==> config.mk <==
export PLATFORM = sky130hd
export DESIGN_NAME = conv_fir_mac
export DESIGN_NICKNAME = d
export VERILOG_FILES = /design/src/rtl/conv_pkg.sv /design/src/rtl/conv_mac_unit.sv /design/src/rtl/conv_fir_mac.sv
export SDC_FILE = /design/constraint.sdc
export NUM_CORES = 1
export LEC_CHECK = 0
export CAP_MARGIN = 20
export CORE_UTILIZATION = 57
export DETAILED_ROUTE_END_ITERATION = 8
export PLACE_DENSITY = 0.76
export SYNTH_ARGS = -nofsm -noshare
export SYNTH_HDL_FRONTEND = slang
export SYNTH_SLANG_ARGS = --single-unit
==> constraint.sdc <==
create_clock -name clk -period 6.1 [get_ports clk]
set_input_delay 1.22 -clock clk [delete_from_list [all_inputs] [get_ports clk]]
set_output_delay 1.22 -clock clk [all_outputs]
set_load 0.01 [all_outputs]
==> src/rtl/conv_pkg.sv <==
// Shared types and helpers for the convolution (FIR) MAC engine.
package conv_pkg;

  // One-hot control states.
  typedef enum logic [2:0] {
    IDLE = 3'b001,
    MAC  = 3'b010,
    OUT  = 3'b100
  } state_t;

  // Accumulator width that can hold NTAPS full-scale products without overflow.
  function automatic int acc_width(input int dw, input int cw, input int ntaps);
    return dw + cw + $clog2(ntaps);
  endfunction

  // Clamp a sign-extended value into the signed range of an ow-bit result.
  function automatic logic signed [63:0] sat_clamp(input logic signed [63:0] a, input int ow);
    logic signed [63:0] hi;
    logic signed [63:0] lo;
    hi = (64'sd1 <<< (ow - 1)) - 64'sd1;
    lo = -(64'sd1 <<< (ow - 1));
    if (a > hi)      return hi;
    else if (a < lo) return lo;
    else             return a;
  endfunction

endpackage

==> src/rtl/conv_mac_unit.sv <==
// Registered signed multiply-accumulate: product register feeds the accumulator one cycle later.
module conv_mac_unit #(
  parameter int DW    = 12,
  parameter int CW    = 12,
  parameter int ACC_W = 26
) (
  input  logic                    clk,
  input  logic                    reset,
  input  logic                    clr,
  input  logic                    en,
  input  logic signed [DW-1:0]    a,
  input  logic signed [CW-1:0]    b,
  output logic signed [ACC_W-1:0] acc
);

  logic signed [DW+CW-1:0] prod;
  logic                    prod_v;

  // Multiply stage then accumulate stage; clr drops any in-flight product.
  always_ff @(posedge clk or negedge reset) begin
    if (!reset) begin
      prod   <= '0;
      prod_v <= 1'b0;
      acc    <= '0;
    end else if (clr) begin
      prod_v <= 1'b0;
      acc    <= '0;
    end else begin
      prod_v <= en;
      if (en)     prod <= a * b;
      if (prod_v) acc  <= acc + ACC_W'(prod);
    end
  end

endmodule

==> src/rtl/conv_fir_mac.sv <==
// N-tap signed FIR engine: one serial MAC per clock, saturated output, valid/ready on both sides.
module conv_fir_mac
  import conv_pkg::*;
#(
  parameter int NTAPS = 4,
  parameter int DW    = 12,
  parameter int CW    = 12,
  parameter int OW    = 13
) (
  input  logic                     clk,
  input  logic                     reset,
  input  logic                     in_valid,
  output logic                     in_ready,
  input  logic signed [DW-1:0]     in_data,
  input  logic                     coef_we,
  input  logic [$clog2(NTAPS)-1:0] coef_addr,
  input  logic signed [CW-1:0]     coef_data,
  output logic                     coef_err,
  output logic                     out_valid,
  input  logic                     out_ready,
  output logic signed [OW-1:0]     out_data,
  output logic                     out_sat
);

  localparam int AW    = $clog2(NTAPS);
  localparam int KW    = $clog2(NTAPS + 1);
  localparam int ACC_W = acc_width(DW, CW, NTAPS);

  state_t                  state, state_nxt;
  logic [KW-1:0]           tap;
  logic signed [DW-1:0]    xline [NTAPS];
  logic signed [CW-1:0]    coef  [NTAPS];
  logic signed [DW-1:0]    x_sel;
  logic signed [CW-1:0]    c_sel;
  logic signed [ACC_W-1:0] acc;
  logic                    accept;
  logic                    coef_ok;
  logic                    mul_en;

  assign in_ready = (state == IDLE);
  assign accept   = in_valid & in_ready;
  assign coef_ok  = (state == IDLE) && (KW'(coef_addr) < KW'(NTAPS));
  assign mul_en   = (state == MAC) && (tap < KW'(NTAPS));

  // The counter runs one step past the last tap so the final product can drain into acc.
  always_comb begin
    state_nxt = state;
    unique case (state)
      IDLE:    if (accept) state_nxt = MAC;
      MAC:     if (tap == KW'(NTAPS)) state_nxt = OUT;
      OUT:     if (out_ready) state_nxt = IDLE;
      default: state_nxt = IDLE;
    endcase
  end

  // State register and tap counter.
  always_ff @(posedge clk or negedge reset) begin
    if (!reset) begin
      state <= IDLE;
      tap   <= '0;
    end else begin
      state <= state_nxt;
      if (accept)      tap <= '0;
      else if (mul_en) tap <= tap + KW'(1);
    end
  end

  // Sample delay line, shifted once per accepted sample.
  always_ff @(posedge clk or negedge reset) begin
    if (!reset) begin
      for (int unsigned k = 0; k < NTAPS; k++) xline[k] <= '0;
    end else if (accept) begin
      xline[0] <= in_data;
      for (int unsigned k = 1; k < NTAPS; k++) xline[k] <= xline[k-1];
    end
  end

  // Coefficient file; writes only land in IDLE, so they never disturb a running sum.
  always_ff @(posedge clk or negedge reset) begin
    if (!reset) begin
      for (int unsigned k = 0; k < NTAPS; k++) coef[k] <= '0;
      coef[0]  <= CW'(2);
      coef[1]  <= CW'(-5);
      coef_err <= 1'b0;
    end else begin
      coef_err <= coef_we & ~coef_ok;
      if (coef_we && coef_ok) coef[coef_addr] <= coef_data;
    end
  end

  // Operand select for the current tap.
  always_comb begin
    x_sel = '0;
    c_sel = '0;
    if (mul_en) begin
      x_sel = xline[tap[AW-1:0]];
      c_sel = coef[tap[AW-1:0]];
    end
  end

  conv_mac_unit #(
    .DW    (DW),
    .CW    (CW),
    .ACC_W (ACC_W)
  ) u_mac (
    .clk   (clk),
    .reset (reset),
    .clr   (accept),
    .en    (mul_en),
    .a     (x_sel),
    .b     (c_sel),
    .acc   (acc)
  );

  // acc is frozen in OUT, so the clamped view is stable under backpressure.
  assign out_valid = (state == OUT);
  assign out_data  = out_valid ? OW'(sat_clamp(64'(acc), OW)) : '0;
  assign out_sat   = out_valid && (sat_clamp(64'(acc), OW) != 64'(acc));

endmodule

== Word-level counts from Yosys, hierarchy flattened ==
Index checks and enable logic that the tools add are counted.

* Bits in registers: 154
* Bits in latches: 0
* Memory bits (writable): 0
* ROM bits: 0
* Input bits: 31
* Output and inout bits: 17
* Word-level logic and storage cells: 68
* Memories: 0

* Add/sub/neg operators: 2
* $mul: 1
* Divide/modulo/power cells: 0
* $lt $le $gt $ge: 6
* Equality and inequality tests: 8
* Shift operators: 0
* Multiplexer cells: 23
* Bitwise gates (word level): 6
* Reductions and logical operators: 8

{| class="wikitable"
|+ Operators by type and width
! kind !! number
|-
| $mux W64 || 2
|-
| $mux W12 || 7
|-
| $ne A64 B26 Y1 || 1
|-
| $mux W26 || 2
|-
| $bmux W12 S2 || 2
|-
| $bwmux W48 || 1
|-
| $add A26 B24 Y26 || 1
|-
| $gt A26 B13 Y1 const B || 1
|-
| $lt A26 B13 Y1 const B || 1
|-
| $demux W12 S2 || 1
|-
| $mul A12 B12 Y24 || 1
|-
| $mux W3 || 5
|-
| $mux W13 || 1
|-
| $pmux W3 S3 || 1
|-
| $eq A3 B3 Y1 const B || 2
|-
| $ge A3 B3 Y1 const B || 2
|-
| $ne A2 B1 Y1 const B || 3
|-
| $not A2 Y3 || 2
|-
| $logic_and A1 B1 Y1 || 4
|-
| $reduce_bool A2 Y1 || 2
|-
| $add A3 B1 Y3 const B || 1
|-
| $eq A3 B1 Y1 const B || 1
|-
| $eq A3 B2 Y1 const B || 1
|-
| $lt A3 B1 Y1 const B || 1
|-
| other kinds (6) || 8
|}

== Longest topological paths before layout ==
* Depth in word-level cells: 6
* Depth in mapped cells: 27
* Gate-level depth less buffers: 24

== Modules after synthesis ==
From an unflattened synthesis, not the netlist that was laid out.

* Cells, all modules: 1348
* Area, all modules: 13698.1 sq um

{| class="wikitable"
|+ By module, submodules not included
! module !! times used !! cells an instance !! area each (sq um) !! seq. area each (sq um)
|-
| conv_mac_unit || 1 || 988 || 8610.8 || 1276.2
|-
| conv_fir_mac || 1 || 360 || 5087.4 || 2593.7
|}

== Least setup slack after synthesis ==
Ideal clock, no wire load.

* Path kind: reg-to-reg
* From: register tap[0]
* To: register u_mac.prod[22]
* Library setup time: 87 ps
* Data arrival time: 6304 ps
* Required time: 6013 ps
* Setup slack: -291 ps
* Stages on the path, launching flop included: 21
* Path buffers: 2
* Clock period less this slack: 6391 ps
* Path through: dfrtp_1 buf_2 buf_2 mux4_2 or2_2 fa_1 fa_1 inv_1 fa_1 fa_1 inv_1 fa_1 inv_1 ha_1 or3_1 o21bai_1 a41oi_2 o21ai_1 a211oi_1 mux2_2 o211ai_1

* Word-level cells in the longest chain between the ends: 6
* Elaborated cells on any way between the ends: 13
* Classes of those cells: mul (1); order compare (1); mux (8); bitwise (1); reduce/logical (2)

{| class="wikitable"
|+ RTL lines
! element !! line !! RTL
|-
| start, declared || conv_fir_mac.sv:30 || <nowiki>logic [KW-1:0] tap;</nowiki>
|-
| start signal, assigned || conv_fir_mac.sv:64 || <nowiki>else if (mul_en) tap <= tap + KW'(1);</nowiki>
|-
| $not A2 Y3 (not written as such) || conv_fir_mac.sv:96, conv_fir_mac.sv:97 ||
|-
| $bmux W12 S2 (on tied branches) || conv_fir_mac.sv:96, conv_fir_mac.sv:97 ||
|-
| $mux W12 (on tied branches) (2 in series) || conv_fir_mac.sv:96, conv_fir_mac.sv:97 ||
|-
| $mux W12 || conv_fir_mac.sv:95 || <nowiki>if (mul_en) begin</nowiki>
|-
| $mul A12 B12 Y24 || conv_mac_unit.sv:30 || <nowiki>if (en) prod <= a * b;</nowiki>
|-
| end signal, assigned || conv_mac_unit.sv:30 ||
|-
| end, declared || conv_mac_unit.sv:16 || <nowiki>logic signed [DW+CW-1:0] prod;</nowiki>
|}

Several ways; a longest one is shown, not always the timed one. The select of a mux whose other input is x is not followed.
A chain may end at the register's enable or synchronous reset.

== Final worst setup path ==
Ends and elaborated chain as after synthesis.

==> metrics.txt <==
outcome complete, but fails checks; failing checks setup timing; antenna violations before repair 0; Sw Ratio 44.67%; P_sw 3.339 mW; total die area 24410 sq um; Pleak 8.189 nW; # DRC 0; number of synthesized register bits 154; clock insertion delay at the later pin of the skew report 0.44 ns; final wirelength 33290 microns; yosys warns 0; Fill cells 1833; Netlist Area Pre-Place 13560 sq um; hold_buf cts 0; VDD IR max 0.0002720 V; Worst setup SP type register; Clock Power Share 14.7%; routed len/inst 17.70 microns; Post-Place Cells 1822; total grt overflow 0; dominant cell type by area after synthesis dfrtp_1; # diodes 0; Max stage delay on crit path 0.58 ns; logic gate share of total power 61.1%; largest cells by area after synthesis dfrtp_1 (26%), fa_1 (21%), nand2_1 (8.0%), ha_1 (7.3%), inv_1 (5.3%); Post-Syn Nets 1669; Starting Density 57.95%; Synth Instances 1420; Yosys top cell area share 26.02%; Clock Sinks 154; global-route wire length before repair 54390 microns; Distinct cells, synth 62; Via Count 10450; RD Place Congestion 0.9821; EDFF count, synth 0; Core ar. 23400 sq um; sequential share of the synthesized area 28.54%; worst-path cell chain buf_12, clkbuf_16, mux4_2, and2_4, nand2_2, fa_1, fa_1, inv_2, fa_1, fa_1, inv_2, fa_1, inv_1, ha_2, or3_4, o21bai_4, a41oi_2, o21ai_2, a211oi_2, mux2_4, o211ai_1; layout net count 1798; worst-margin pin slew 1.014 ns; Worst Path Arrival 6.48 ns; Fin. Hold Viols 0; H-tree depth 4; total global-route track usage 28.73%; Root Buffer clkbuf_16; RSZ-0062 raised after global routing true; Final Non-Filler Cells 1881; CP required 6.45 ns; I/O pin cnt 48; Pre-antenna DRT Iters 5; Max FO, Critical Path 5; Worst path slowest cell fa_1; critical path class reg -> reg; max_cap viols 0; number of global-route vias before repair 10850; cell row count 56; asr flop ratio synth 100.0%; Final Critical Period 6.132 ns; max-slew violation count 0; slack of the critical path -0.03239 ns; Layout Skew 0.02230 ns; Worst setup EP type register; # setup viols final 2; area delta synth->final 19.55%; PortBufs 47; fraction of layout cells with a size suffix above 1 21.32%; Synth Area per Inst 9.551 sq um; die height 156.3 microns; clock buffer depth 2; final worst-path cycle share 100.5%; Slew HR 32.01%; leading cell type in the layout, fill and taps excluded nand2_1; most frequent CP cell fa_1; highest-count cells in the layout ignoring fill and taps nand2_1 (276), inv_1 (180), dfrtp_1 (140), fa_1 (130), buf_4 (98); hold slack 0.4766 ns; largest net degree at the start of global routing 100; TritonCTS Buffers 17; Die Wd 156.3 microns; DRT iter0 DRCs 642; Seq pwr share 24.2%; CTS tree built; DP HPWL 24290 microns; Clock transition at path regs 0.07 ns; P_int 4.136 mW; worst hold path type reg -> reg; Routed Antenna Nets 0; PwrDens 461.1 nW/um^2; maximum clock frequency 163.1 MHz; main flop type after synthesis dfrtp_1; drt via density 5.554
==> cells by family after synthesis <==
family | synth area share (%)
AOI/OAI and AO/OA | 7.796
and+or+nand+nor | 17.69
adders and majority gates | 27.81
buffers and inverters | 7.039
xor gates and xnor gates | 2.131
muxes | 9.005
DFF | 28.54
==> synthesized netlist by cell type, types with 23 or more instances <==
| master | instances |
|---|---|
| a21oi_1 | 41 |
| and3_1 | 43 |
| clkbuf_1 | 51 |
| dfrtp_1 | 141 |
| fa_1 | 139 |
| ha_1 | 79 |
| inv_1 | 192 |
| mux2_2 | 50 |
| mux4_2 | 23 |
| nand2_1 | 289 |
| nand2b_1 | 28 |
| nor2_1 | 39 |
| o21ai_0 | 47 |
==> metal layers <==
layer	share of wire (%)	routed length, microns	vias up	track usage, %
li1	-	-	4880	-
met1	42	14050	5202	37.23
met2	50	16790	289	49.64
met3	4.2	1394	76	3.628
met4	3.2	1055	0	10.32
met5	0	0	-	0
==> critical path, delay by kind of cell, from the launching register on <==
family          cells  cell delay, ns
flops               1            0.47
buf+inv             5            0.41
fa+ha+maj           6            2.70
mux                 2            0.89
compound gates      5            0.93
simple gates        3            0.64
==> sequential cells by signal, summed over array words and instances, names as in the netlist <==
register      count
tap               3
u_mac.prod       24
u_mac.acc        26
state             3
u_mac.prod_v      1
coef_err          1
coef             48
xline            48
==> final timing paths <==
kind	start	endpoint	slack (ns)	depth (start not counted)
hold reg to reg	xline[6]	xline[6]	0.48	2
setup / recovery	tap[0]	u_mac.prod[22]	-0.03	21
setup reg to reg	tap[0]	u_mac.prod[22]	-0.03	21
min in group asynchronous	reset	u_mac.acc[24]	0.88	1
max in group asynchronous	reset	coef[44]	3.92	2
hold / removal	xline[6]	xline[6]	0.48	2
==> stage by stage <==
stage / cell area (sq um) / TNS [ns] / worst slack (ns) / total power [mW] / utilization, %
2_1_floorplan: 13580 / -0.09821 / -0.09821 / 4.476 / -
3_3_place_gp: 15010 / 0 / 0.0004832 / 5.749 / 64.15
3_5_place_dp: 15010 / -0.2747 / -0.1239 / 5.900 / 64.15
4_1_cts: 15730 / 0 / 0.001459 / 7.109 / 67.22
5_1_grt: 16210 / -0.7583 / -0.1917 / 8.053 / 69.28
6_report: 16210 / -0.03486 / -0.03239 / 7.475 / 69.28
==> area by class of cell <==
type	count	area, sq um	area share (%)
clock buffers	18	429.2	2.647
inverters	192	720.7	4.445
flip-flops and latches	154	3871	23.88
repair buffers	171	1613	9.948
multi-input cells	1013	9025	55.66
well taps	319	399.1	2.462
clock inverters	14	155.1	0.9569
==> power by group through the flow <==
| stage | Clock [mW] | Combinational (mW) | Sequential (mW) |
|---|---|---|---|
| 2_1_floorplan | 0 | 2.79 | 1.69 |
| 3_3_place_gp | 0 | 3.96 | 1.79 |
| 3_5_place_dp | 0 | 4.09 | 1.81 |
| 4_1_cts | 1.10 | 4.21 | 1.80 |
| 5_1_grt | 1.15 | 5.04 | 1.86 |
| 6_report | 1.10 | 4.57 | 1.81 |
==> repair_timing <==
action                                  4_1_cts  5_1_grt
cloned                                        2        1
endpoints found under the setup margin        6        8
buffers inserted                              5       19
gates resized for setup                      10      110
pin swaps                                     4       51
Note: power is estimated with default switching activity, not from simulation.
